--- config.mk ---
export PLATFORM = sky130hd
export DESIGN_NAME = gps_wb_sequencer
export DESIGN_NICKNAME = d
export VERILOG_FILES = /design/src/rtl/gps_wb_sequencer.sv
export SDC_FILE = /design/constraint.sdc
export NUM_CORES = 1
export LEC_CHECK = 0
export CELL_PAD_IN_SITES_DETAIL_PLACEMENT = 0
export CELL_PAD_IN_SITES_GLOBAL_PLACEMENT = 2
export CORE_MARGIN = 1
export CORE_UTILIZATION = 35
export CTS_BUF_LIST = sky130_fd_sc_hd__clkbuf_4 sky130_fd_sc_hd__clkbuf_8
export DETAILED_ROUTE_END_ITERATION = 7
export PLACE_DENSITY = 0.88
export SYNTH_ARGS = -nofsm -noshare
export SYNTH_HDL_FRONTEND = slang
export SYNTH_SLANG_ARGS = --single-unit
--- constraint.sdc ---
create_clock -name wb_clk_i -period 17.9 [get_ports wb_clk_i]
set_clock_uncertainty 0.1 [all_clocks]
set_input_delay 3.58 -clock wb_clk_i [delete_from_list [all_inputs] [get_ports wb_clk_i]]
set_output_delay 3.58 -clock wb_clk_i [all_outputs]
set_load 0.01 [all_outputs]
--- src/rtl/gps_wb_sequencer.sv ---
// rtl/gps_wb_sequencer.sv - Wishbone master running one GPS code-generation round per request
// Round: GO write, status poll, CLR write, reads of regs 1..9, then atomic code output update.
module gps_wb_sequencer #(
  parameter logic [31:0] BASE_ADDR   = 32'h0,
  parameter int          ACK_TIMEOUT = 16,
  parameter int          POLL_MAX    = 1024
) (
  input  logic         wb_clk_i,
  input  logic         wb_rst_i,
  input  logic         start_i,
  output logic         busy_o,
  output logic         done_o,
  output logic         err_o,
  output logic [1:0]   err_code_o,
  output logic [12:0]  ca_code_o,
  output logic [127:0] p_code_o,
  output logic [127:0] l_code_o,
  output logic [31:0]  wbm_adr_o,
  output logic [31:0]  wbm_dat_o,
  output logic [3:0]   wbm_sel_o,
  output logic         wbm_cyc_o,
  output logic         wbm_stb_o,
  output logic         wbm_we_o,
  input  logic [31:0]  wbm_dat_i,
  input  logic         wbm_ack_i,
  input  logic         wbm_err_i
);
  localparam int AW = $clog2(ACK_TIMEOUT + 1);
  localparam int PW = $clog2(POLL_MAX + 1);

  typedef enum logic [2:0] {S_IDLE, S_GO, S_POLL, S_CLR, S_RD, S_DONE, S_ERR} state_t;

  state_t          state_q, state_d;
  logic            stb_q, stb_d, we_q, we_d;
  logic [31:0]     adr_q, adr_d, dat_q, dat_d;
  logic            busy_q, busy_d, done_q, done_d, err_q, err_d;
  logic [1:0]      err_code_q, err_code_d;
  logic [12:0]     ca_q, ca_d, ca_sh_q, ca_sh_d;
  logic [127:0]    p_q, p_d, l_q, l_d;
  logic [6:0][31:0] sh_q, sh_d;
  logic [3:0]      idx_q, idx_d;
  logic [AW-1:0]   ack_cnt_q, ack_cnt_d;
  logic [PW-1:0]   poll_cnt_q, poll_cnt_d;
  logic            poll_to_q, poll_to_d;

  function automatic logic [31:0] reg_addr(input logic [3:0] idx);
    return BASE_ADDR | {28'b0, idx};
  endfunction

  always_comb begin
    state_d    = state_q;
    stb_d      = stb_q;
    we_d       = we_q;
    adr_d      = adr_q;
    dat_d      = dat_q;
    busy_d     = busy_q;
    done_d     = 1'b0;
    err_d      = 1'b0;
    err_code_d = err_code_q;
    ca_d       = ca_q;
    p_d        = p_q;
    l_d        = l_q;
    ca_sh_d    = ca_sh_q;
    sh_d       = sh_q;
    idx_d      = idx_q;
    ack_cnt_d  = ack_cnt_q;
    poll_cnt_d = poll_cnt_q;
    poll_to_d  = poll_to_q;

    case (state_q)
      S_IDLE: begin
        if (start_i) begin
          state_d    = S_GO;
          busy_d     = 1'b1;
          poll_cnt_d = '0;
          poll_to_d  = 1'b0;
          ack_cnt_d  = '0;
          stb_d      = 1'b1;
          adr_d      = reg_addr(4'd0);
          we_d       = 1'b1;
          dat_d      = 32'h1;
        end
      end
      S_GO, S_POLL, S_CLR, S_RD: begin
        if (!stb_q) begin
          // Idle gap after the previous response; launch this state's access.
          stb_d     = 1'b1;
          ack_cnt_d = '0;
          adr_d     = reg_addr((state_q == S_RD) ? idx_q : 4'd0);
          we_d      = (state_q == S_GO) || (state_q == S_CLR);
          dat_d     = {31'b0, state_q == S_GO};
        end else if (wbm_err_i || wbm_ack_i || (ack_cnt_q == AW'(ACK_TIMEOUT - 1))) begin
          stb_d = 1'b0;
          adr_d = '0;
          we_d  = 1'b0;
          dat_d = '0;
          if (wbm_err_i) begin
            state_d    = S_ERR;
            err_d      = 1'b1;
            err_code_d = 2'b01;
          end else if (!wbm_ack_i) begin
            state_d    = S_ERR;
            err_d      = 1'b1;
            err_code_d = 2'b10;
          end else begin
            case (state_q)
              S_GO: state_d = S_POLL;
              S_POLL: begin
                if (wbm_dat_i[0]) begin
                  state_d = S_CLR;
                end else if (poll_cnt_q == PW'(POLL_MAX - 1)) begin
                  poll_to_d = 1'b1;
                  state_d   = S_CLR;
                end else begin
                  poll_cnt_d = poll_cnt_q + 1'b1;
                end
              end
              S_CLR: begin
                if (poll_to_q) begin
                  state_d    = S_ERR;
                  err_d      = 1'b1;
                  err_code_d = 2'b11;
                end else begin
                  state_d = S_RD;
                  idx_d   = 4'd1;
                end
              end
              default: begin
                // Regs 2..8 shift in from the top; reg9 goes straight to the outputs.
                if (idx_q == 4'd9) begin
                  ca_d    = ca_sh_q;
                  p_d     = {sh_q[3], sh_q[2], sh_q[1], sh_q[0]};
                  l_d     = {wbm_dat_i, sh_q[6], sh_q[5], sh_q[4]};
                  done_d  = 1'b1;
                  state_d = S_DONE;
                end else begin
                  if (idx_q == 4'd1) ca_sh_d = wbm_dat_i[12:0];
                  else sh_d = {wbm_dat_i, sh_q[6:1]};
                  idx_d = idx_q + 4'd1;
                end
              end
            endcase
          end
        end else begin
          ack_cnt_d = ack_cnt_q + 1'b1;
        end
      end
      default: begin
        busy_d  = 1'b0;
        state_d = S_IDLE;
      end
    endcase
  end

  always_ff @(posedge wb_clk_i or posedge wb_rst_i) begin
    if (wb_rst_i) begin
      state_q    <= S_IDLE;
      stb_q      <= 1'b0;
      we_q       <= 1'b0;
      adr_q      <= '0;
      dat_q      <= '0;
      busy_q     <= 1'b0;
      done_q     <= 1'b0;
      err_q      <= 1'b0;
      err_code_q <= '0;
      ca_q       <= '0;
      p_q        <= '0;
      l_q        <= '0;
      ca_sh_q    <= '0;
      sh_q       <= '0;
      idx_q      <= '0;
      ack_cnt_q  <= '0;
      poll_cnt_q <= '0;
      poll_to_q  <= 1'b0;
    end else begin
      state_q    <= state_d;
      stb_q      <= stb_d;
      we_q       <= we_d;
      adr_q      <= adr_d;
      dat_q      <= dat_d;
      busy_q     <= busy_d;
      done_q     <= done_d;
      err_q      <= err_d;
      err_code_q <= err_code_d;
      ca_q       <= ca_d;
      p_q        <= p_d;
      l_q        <= l_d;
      ca_sh_q    <= ca_sh_d;
      sh_q       <= sh_d;
      idx_q      <= idx_d;
      ack_cnt_q  <= ack_cnt_d;
      poll_cnt_q <= poll_cnt_d;
      poll_to_q  <= poll_to_d;
    end
  end

  assign busy_o     = busy_q;
  assign done_o     = done_q;
  assign err_o      = err_q;
  assign err_code_o = err_code_q;
  assign ca_code_o  = ca_q;
  assign p_code_o   = p_q;
  assign l_code_o   = l_q;
  assign wbm_adr_o  = adr_q;
  assign wbm_dat_o  = dat_q;
  assign wbm_sel_o  = 4'hF;
  assign wbm_cyc_o  = stb_q;
  assign wbm_stb_o  = stb_q;
  assign wbm_we_o   = we_q;
endmodule

### Word level (Yosys, flattened, before mapping)

Index checks and enable logic that the tools add are counted.

| operators by class | value |
|---|---|
| bitwise operators | 6 |
| reductions and logical operators | 20 |
| equal/unequal tests | 25 |
| muxes and demuxes | 70 |
| add/subtract/negate cells | 3 |

Operators by type and width:

| kind | number |
|---|---|
| $mux 32 | 5 |
| $pmux 32 s2 | 2 |
| $mux 11 | 8 |
| $mux 1 | 27 |
| $mux 3 | 8 |
| $reduce_and 8->1 | 3 |
| $ne 2x2->1 const B | 11 |
| $pmux 11 s2 | 1 |
| $reduce_and 9->1 | 2 |
| $mux 5 | 3 |
| $mux 4 | 3 |
| $add 11x1->11 const B | 1 |
| $eq 11x10->1 const B | 1 |
| $mux 2 | 5 |
| $pmux 5 s2 | 1 |
| $reduce_and 5->1 | 2 |
| $pmux 3 s3 | 1 |
| $pmux 1 s2 | 4 |
| $pmux 4 s2 | 1 |
| $ne 7x7->1 const B | 1 |
| $reduce_and 7->1 | 1 |
| $eq 3x2->1 const B | 2 |
| $ne 3x1->1 const B | 2 |
| $ne 3x3->1 const B | 2 |
| 18 further kinds | 27 |

| word-level totals | value |
|---|---|
| input bits | 37 |
| output and inout port bits | 345 |
| logic and storage cells | 148 |
| bits in registers | 601 |

### Longest topological paths before layout

Gate-level depths: netlist of the first run.

| depth | value |
|---|---|
| depth in word-level cells | 9 |
| gate-level depth with buffers | 8 |
| depth with buffers taken out | 7 |

### Worst setup path after synthesis of the first run

OpenSTA, ideal clock, no wires.

| timing path | value |
|---|---|
| kind | input port to flip-flop |
| start | input port wbm_err_i |
| end | register ca_sh_q[0] |
| required time | 17.675 ns |
| arrival | 5.339 ns |
| stages | 7 |
| setup slack | 12.335 ns |
| buffers on the path | 3 |
| library setup time | 0.125 ns |
| cell sequence | clkbuf_1 -> nand3b_1 -> or2_4 -> or4_4 -> buf_6 -> buf_8 -> mux2_4 |

| on the way | value |
|---|---|
| word-level cells in the longest chain between the ends | 3 |
| elaborated cells on any way between the ends | 4 |
| those cells by class | bitwise: 1; reduce/logical: 3 |

RTL lines:

| item | line | RTL |
|---|---|---|
| from (decl) | 26 | `input logic wbm_err_i` |
| $logic_or 1x1->1 (2 in a row) | 92 | `end else if (wbm_err_i \|\| wbm_ack_i \|\| (ack_cnt_q == AW'(ACK_TIMEOUT - 1))) begin` |
| $reduce_and 8->1 (no source line) * | n/a |  |
| to (signal assigned) | 188 | `ca_sh_q <= ca_sh_d;` |
| to (decl) | 38 | `logic [12:0] ca_q, ca_d, ca_sh_q, ca_sh_d;` |

Mark *: on every way between the ends. The rest lies on a longest branch, timed or not.
A chain may end at the register's enable or synchronous reset.

### Worst setup path after layout of the first run

| timing path | value |
|---|---|
| start | input port wbm_err_i |
| end | register p_q[15], in the netlist p_code_o[15] |

| on the way | value |
|---|---|
| word-level cells in the longest chain between the ends | 3 |
| elaborated cells on any way between the ends | 4 |
| those cells by class | bitwise: 1; reduce/logical: 3 |

RTL lines:

| item | line | RTL |
|---|---|---|
| $logic_or 1x1->1 (2 in a row) | 92 |  |
| $reduce_and 7->1 (no source line) * | n/a |  |
| to (signal assigned) | 186 | `p_q <= p_d;` |
| to (decl) | 39 | `logic [127:0] p_q, p_d, l_q, l_d;` |

Marked as above.

==> qor.csv, run 1 <==
stage,metric,value,unit
finish,fin_util,44.8,%
placed_design,dpl_worst_slack,9.86,ns
detailed_routing,vias,12100,
detailed_routing,first_pass_iters,4,
cts,clock_latency,0.66,ns
setup_path,critPathRequiredTime,18.33,ns
setup_path,path_buf_inv,3,
yosys,ys_types,63,
grt,grt_max_degree,199,
finish,final_layout_size_suffix_gt1_share,39.0,%
yosys,synth_warnings,0,
floorplanning,initial_utilization,35.4,%
detailed_routing,totalWireLength,46800,µm
grt,grt_pass1_wl,74500,µm
yosys,ys_seq_elements,542,
setup_path,path_class,in -> reg,
yosys,syn_inst,1354,
power,p_per_area,109,nW/µm²
cts,clock_sink_count,542,
yosys,yosys.area.top_type_share,63.6,%
detailed_routing,routed-wl-met3,2130,µm
detailed_routing,drc,0,
cts,htreeDepth,3,
finish,final_area,27000,µm²
timing,fmaxAchievable,135,MHz
detailed_routing,drt_iter0_markers,583,
floorplanning,io_pins,382,
setup_path,crit_slowest_cell,buf_4,
yosys,synth_ff_type,dfrtp_1,
cts,cts_buffers,91,
timing,final.min_clock_period,7.39,ns
yosys,ys_seq_area_share,63.6,%
cts,cts.clk_slew.worst_paths,0.06,ns
timing,hold_violations,0,
detailed_routing,wl_met1,21400,µm
placed_design,dp_hpwl,30900,µm
grt,grt_overflow_total,0,
grt,track_usage,15.2,%
cts,cts_buffer_depth,3,
timing,setup_viol,0,
power,vdd_drop_max,0.0576,mV
placed_design,io_buffer_count,318,
detailed_routing,met2WireLength,22200,µm
yosys,async_flop_share,100,%
floorplanning,dieArea,61900,µm²
timing,rsz0062_at_grt,no,
yosys,yosysTopAreaCell,dfrtp_1,
yosys,synth_edf_count,0,
placed_design,gp_congestion,0.773,
worst_hold_path,hp-class,reg -> reg,
finish,final_common_cell,dfrtp_1,
run,maxCapViolations,0,
timing,fin_ws,10.51,ns
yosys,ys_top_cells_by_area,"dfrtp_1 64%, mux2_2 26%, buf_4 3.0%",
cts,cts_tree,built,
floorplanning,row_count,90,
yosys,netlist_area,21300,µm²
detailed_routing,vias_per_cell,4.73,
finish,syn2layout_area_growth,26.6,%
power,leakage,13.0,nW
timing,worstMarginPinSlew,1.14,ns
timing,relSlewSlack,23.6,%
setup_path,cp_common_cell,buf_4,
finish,fin_nets,1749,
cts,cts_resized,0,
run_status,status,finished clean,
grt,grt_pass1_vias,12500,
floorplanning,core-area,60200,µm²
setup_path,arrival,7.81,ns
cts,ctsHoldBuffers,0,
detailed_routing,routedWlPerCell,18.3,µm
floorplanning,die-width,249,µm
cts,cts_root_buf,clkbuf_8,
yosys,syn_area_per_cell,15.7,µm²
setup_path,path_max_fanout,71,
timing,final.setup.tns,0,ns
floorplanning,chipHeight,249,µm
finish,final_cell_mix,"542 x dfrtp_1, 496 x mux2_2, 318 x clkdlybuf4s50_1",
grt,grt_antenna_before_repair,1,
setup_path,crit_family,buffers and inverters,
cts,cts_setup_buffers,0,
setup_path,max_stage_delay,0.87,ns
power,p_total,2.95,mW
setup_path,cp_cell_sequence,"clkdlybuf4s50_1, nand3b_1, or2_4, nor2_4, buf_4, buf_4, mux2_2",
timing,fin_crit_sh,41.3,%
detailed_routing,topRoutingLayerUsed,met4,
setup_path,cp-start-kind,input port,
setup_path,cp-end-kind,flop,
timing,finalMaxSlewViolations,0,
placed_design,dpl-instance-area,25000,µm²
detailed_routing,antenna_left,0,
[kinds of logic (layout without fill, tap and decap cells)]
group,Yosys count,count (layout),share of synthesized area [%]
simple gates,82,82,2.24
flops,542,542,63.6
other cells,2,64,0.0352
fa+ha+maj,6,6,0.340
mux,509,509,27.0
buf+inv,142,504,4.27
compound gates,71,71,2.45
[state kept, by name, indices dropped and copies added (netlist names), 4 cells and up]
name,flops
sh_q,224
l_code_o,128
p_code_o,128
ca_code_o,13
ca_sh_q,13
poll_cnt_q,11
ack_cnt_q,5
idx_q,4
wbm_adr_o,4
[through the flow]
step	std cells	hold slack, ns
final	2560	0.391
after floorplan	1415	0.356
after global routing	2560	0.416
after CTS	2559	0.399
after detailed placement	2396	0.374
after global placement	2396	0.369
[worst paths after layout]
path	from	end	slack, ns	cells after the start
worst max-delay path	wbm_err_i	p_code_o[15]$_DFFE_PP0P_	10.51	7
worst min-delay path	wbm_dat_o[0]$_DFFE_PP0P_	wbm_dat_o[0]$_DFFE_PP0P_	0.39	2
worst max register to register	state_q[2]$_DFFE_PP0P_	p_code_o[15]$_DFFE_PP0P_	13.29	6
worst min register to register	wbm_dat_o[0]$_DFFE_PP0P_	wbm_dat_o[0]$_DFFE_PP0P_	0.39	2
max in group asynchronous	wb_rst_i	sh_q[178]$_DFFE_PP0P_	12.24	4
min in group asynchronous	wb_rst_i	p_code_o[34]$_DFFE_PP0P_	3.19	2
[per-layer routing]
layer | track usage, % | vias up
li1 | - | 5439
met1 | 20.6 | 6327
met2 | 23.7 | 276
met3 | 3.43 | 69
met4 | 5.75 | 0
met5 | 0 | -
[cell type report]
class                   count  area [µm²]
diodes                      1        2.50
clock inverters            15         170
flip-flops and latches    542       13600
inverters                  11        45.0
repair buffers            330        3300
fillers                  5311       33300
multi-input cells         731        7090
clock buffers             148        1840
well taps                 782         978
[worst register-to-register path, stage by stage, from the launching register on]
cell and delay, ns:
dfrtp_1 0.67, or3b_4 0.48, or2_4 0.30, nor2_4 0.69, buf_4 0.84, buf_4 0.94
mux2_2 0.46
[cells in the mapped netlist, drive strengths merged (7+ instances only)]
library cell,instances
o21ai,10
buf,119
inv,11
nor2,10
nand2,13
dfrtp,542
a22o,7
clkbuf,12
mux2,506
nand3,13
a21oi,9
[report_power, final]
part | leakage (nW) | switching [mW] | internal (mW)
logic | 4.48 | 0.158 | 0.168
registers | 7.48 | 0.114 | 1.34
clock network | 1.08 | 0.486 | 0.692
Power figures use the tool's default switching activity.
==> run 2, diff against run 1 <==
==> constraint.sdc (replaced) <==
create_clock -name wb_clk_i -period 6.7 [get_ports wb_clk_i]
set_clock_uncertainty 0.1 [all_clocks]
set_input_delay 1.34 -clock wb_clk_i [delete_from_list [all_inputs] [get_ports wb_clk_i]]
set_output_delay 1.34 -clock wb_clk_i [all_outputs]
set_load 0.01 [all_outputs]
==> qor.csv, run 2 (synthesis gave the netlist of run 1 again) <==
stage,metric,value,unit
run_status,status,finished clean,
detailed_routing,drc,0,
timing,worstMarginPinSlew,1.11,ns
cts,clock_sink_count,542,
power,vdd_drop_max,0.159,mV
cts,cts_root_buf,clkbuf_8,
cts,cts_tree,built,
floorplanning,core-area,60200,µm²
setup_path,cp-end-kind,flop,
cts,cts_setup_buffers,0,
setup_path,path_max_fanout,137,
floorplanning,chipHeight,249,µm
setup_path,critPathRequiredTime,7.13,ns
detailed_routing,drt_iter0_markers,541,
timing,finalMaxSlewViolations,0,
floorplanning,row_count,90,
setup_path,r2r_cells,5,
finish,final_cell_mix,"542 x dfrtp_1, 496 x mux2_2, 318 x clkdlybuf4s50_1",
grt,grt_overflow_total,0,
finish,syn2layout_area_growth,26.7,%
grt,track_usage,15.1,%
finish,largest_reg_flops,224,
power,leakage,13.0,nW
cts,cts_buffer_depth,3,
floorplanning,die-width,249,µm
placed_design,io_buffer_count,318,
timing,final.min_clock_period,3.53,ns
grt,grt_pass1_vias,12400,
placed_design,dpl-instance-area,25000,µm²
timing,rsz0062_at_grt,no,
cts,cts_resized,0,
finish,final_area,27000,µm²
finish,fin_nets,1749,
finish,instances_no_fill,2560,
cts,clock_latency,0.68,ns
detailed_routing,routedWlPerCell,18.2,µm
cts,ctsHoldBuffers,0,
detailed_routing,antenna_left,0,
finish,final_common_cell,dfrtp_1,
detailed_routing,first_pass_iters,4,
setup_path,arrival,3.96,ns
finish,fillCellCount,5264,
floorplanning,initial_utilization,35.4,%
finish,max_flop_register,sh_q,
grt,grt_antenna_before_repair,1,
placed_design,dp_hpwl,30500,µm
setup_path,cp-start-kind,input port,
power,p_per_area,291,nW/µm²
worst_hold_path,whs_path_depth,1,
finish,fin_util,44.8,%
detailed_routing,vias,12100,
setup_path,path_class,in -> reg,
timing,fmaxAchievable,283,MHz
worst_hold_path,hp-class,reg -> reg,
floorplanning,dieArea,61900,µm²
timing,fin_crit_sh,52.7,%
detailed_routing,vias_per_cell,4.71,
grt,grt_max_degree,142,
timing,hold_violations,0,
grt,grt_pass1_wl,74000,µm
timing,holdWs,0.387,ns
detailed_routing,totalWireLength,46500,µm
placed_design,gp_congestion,0.776,
timing,setup_viol,0,
cts,cts.clk_slew.worst_paths,0.06,ns
cts,cts_buffers,93,
timing,relSlewSlack,25.5,%
floorplanning,io_pins,382,
finish,final_layout_size_suffix_gt1_share,39.0,%
placed_design,placed_cells,2394,
run,maxCapViolations,0,
timing,final.setup.tns,0,ns
cts,htreeDepth,3,
-- run 2: cell type report --
class                           instances  area (µm²)  area share, %
Inverter                               11        45.0          0.167
Timing Repair Buffer                  328        3350           12.4
Sequential cell                       542       13600           50.2
Antenna cell                            2        5.00         0.0185
Clock buffer                          146        1810           6.70
Multi-Input combinational cell        731        7090           26.2
Tap cell                              782         978           3.62
Clock inverter                         18         173          0.639
-- run 2: worst paths after layout --
check	from	end	slack, ns
worst min-delay path	sh_q[6]$_DFFE_PP0P_	p_code_o[6]$_DFFE_PP0P_	0.39
max in group asynchronous	wb_rst_i	ack_cnt_q[3]$_DFFE_PP0P_	4.14
worst min register to register	sh_q[6]$_DFFE_PP0P_	p_code_o[6]$_DFFE_PP0P_	0.39
worst max-delay path	wbm_ack_i	p_code_o[8]$_DFFE_PP0P_	3.17
min in group asynchronous	wb_rst_i	p_code_o[33]$_DFFE_PP0P_	1.07
worst max register to register	state_q[2]$_DFFE_PP0P_	p_code_o[8]$_DFFE_PP0P_	3.70
-- run 2: worst max-delay path: stages --
cell             delay, ns
clkdlybuf4s50_1       0.67
nand3b_1              0.29
or2_4                 0.35
nor2_4                0.17
buf_12                0.52
mux2_2                0.42
-- run 2: routing by layer --
layer / vias to the layer above / share of wire [%] / global-route usage [%]
met2: 266 / 47 / 23.1
met1: 6260 / 45 / 20.5
met5: - / 0 / 0
met3: 82 / 4.5 / 3.44
li1: 5458 / - / -
met4: 0 / 3.2 / 6.97
-- run 2: metrics by stage --
stage                     power, mW  setup slack, ns
after global placement         4.77             2.57
final                          7.85             3.17
after floorplan                4.46            -2.11
after detailed placement       4.81             2.54
after global routing           8.25             3.06
after CTS                      7.99             3.09
-- run 2: power breakdown --
part           leakage, nW  internal, mW  switching (mW)  total [mW]
logic                 4.48         0.451           0.427       0.878
registers             7.48          3.57           0.299        3.87
clock network         1.05          1.77            1.34        3.11
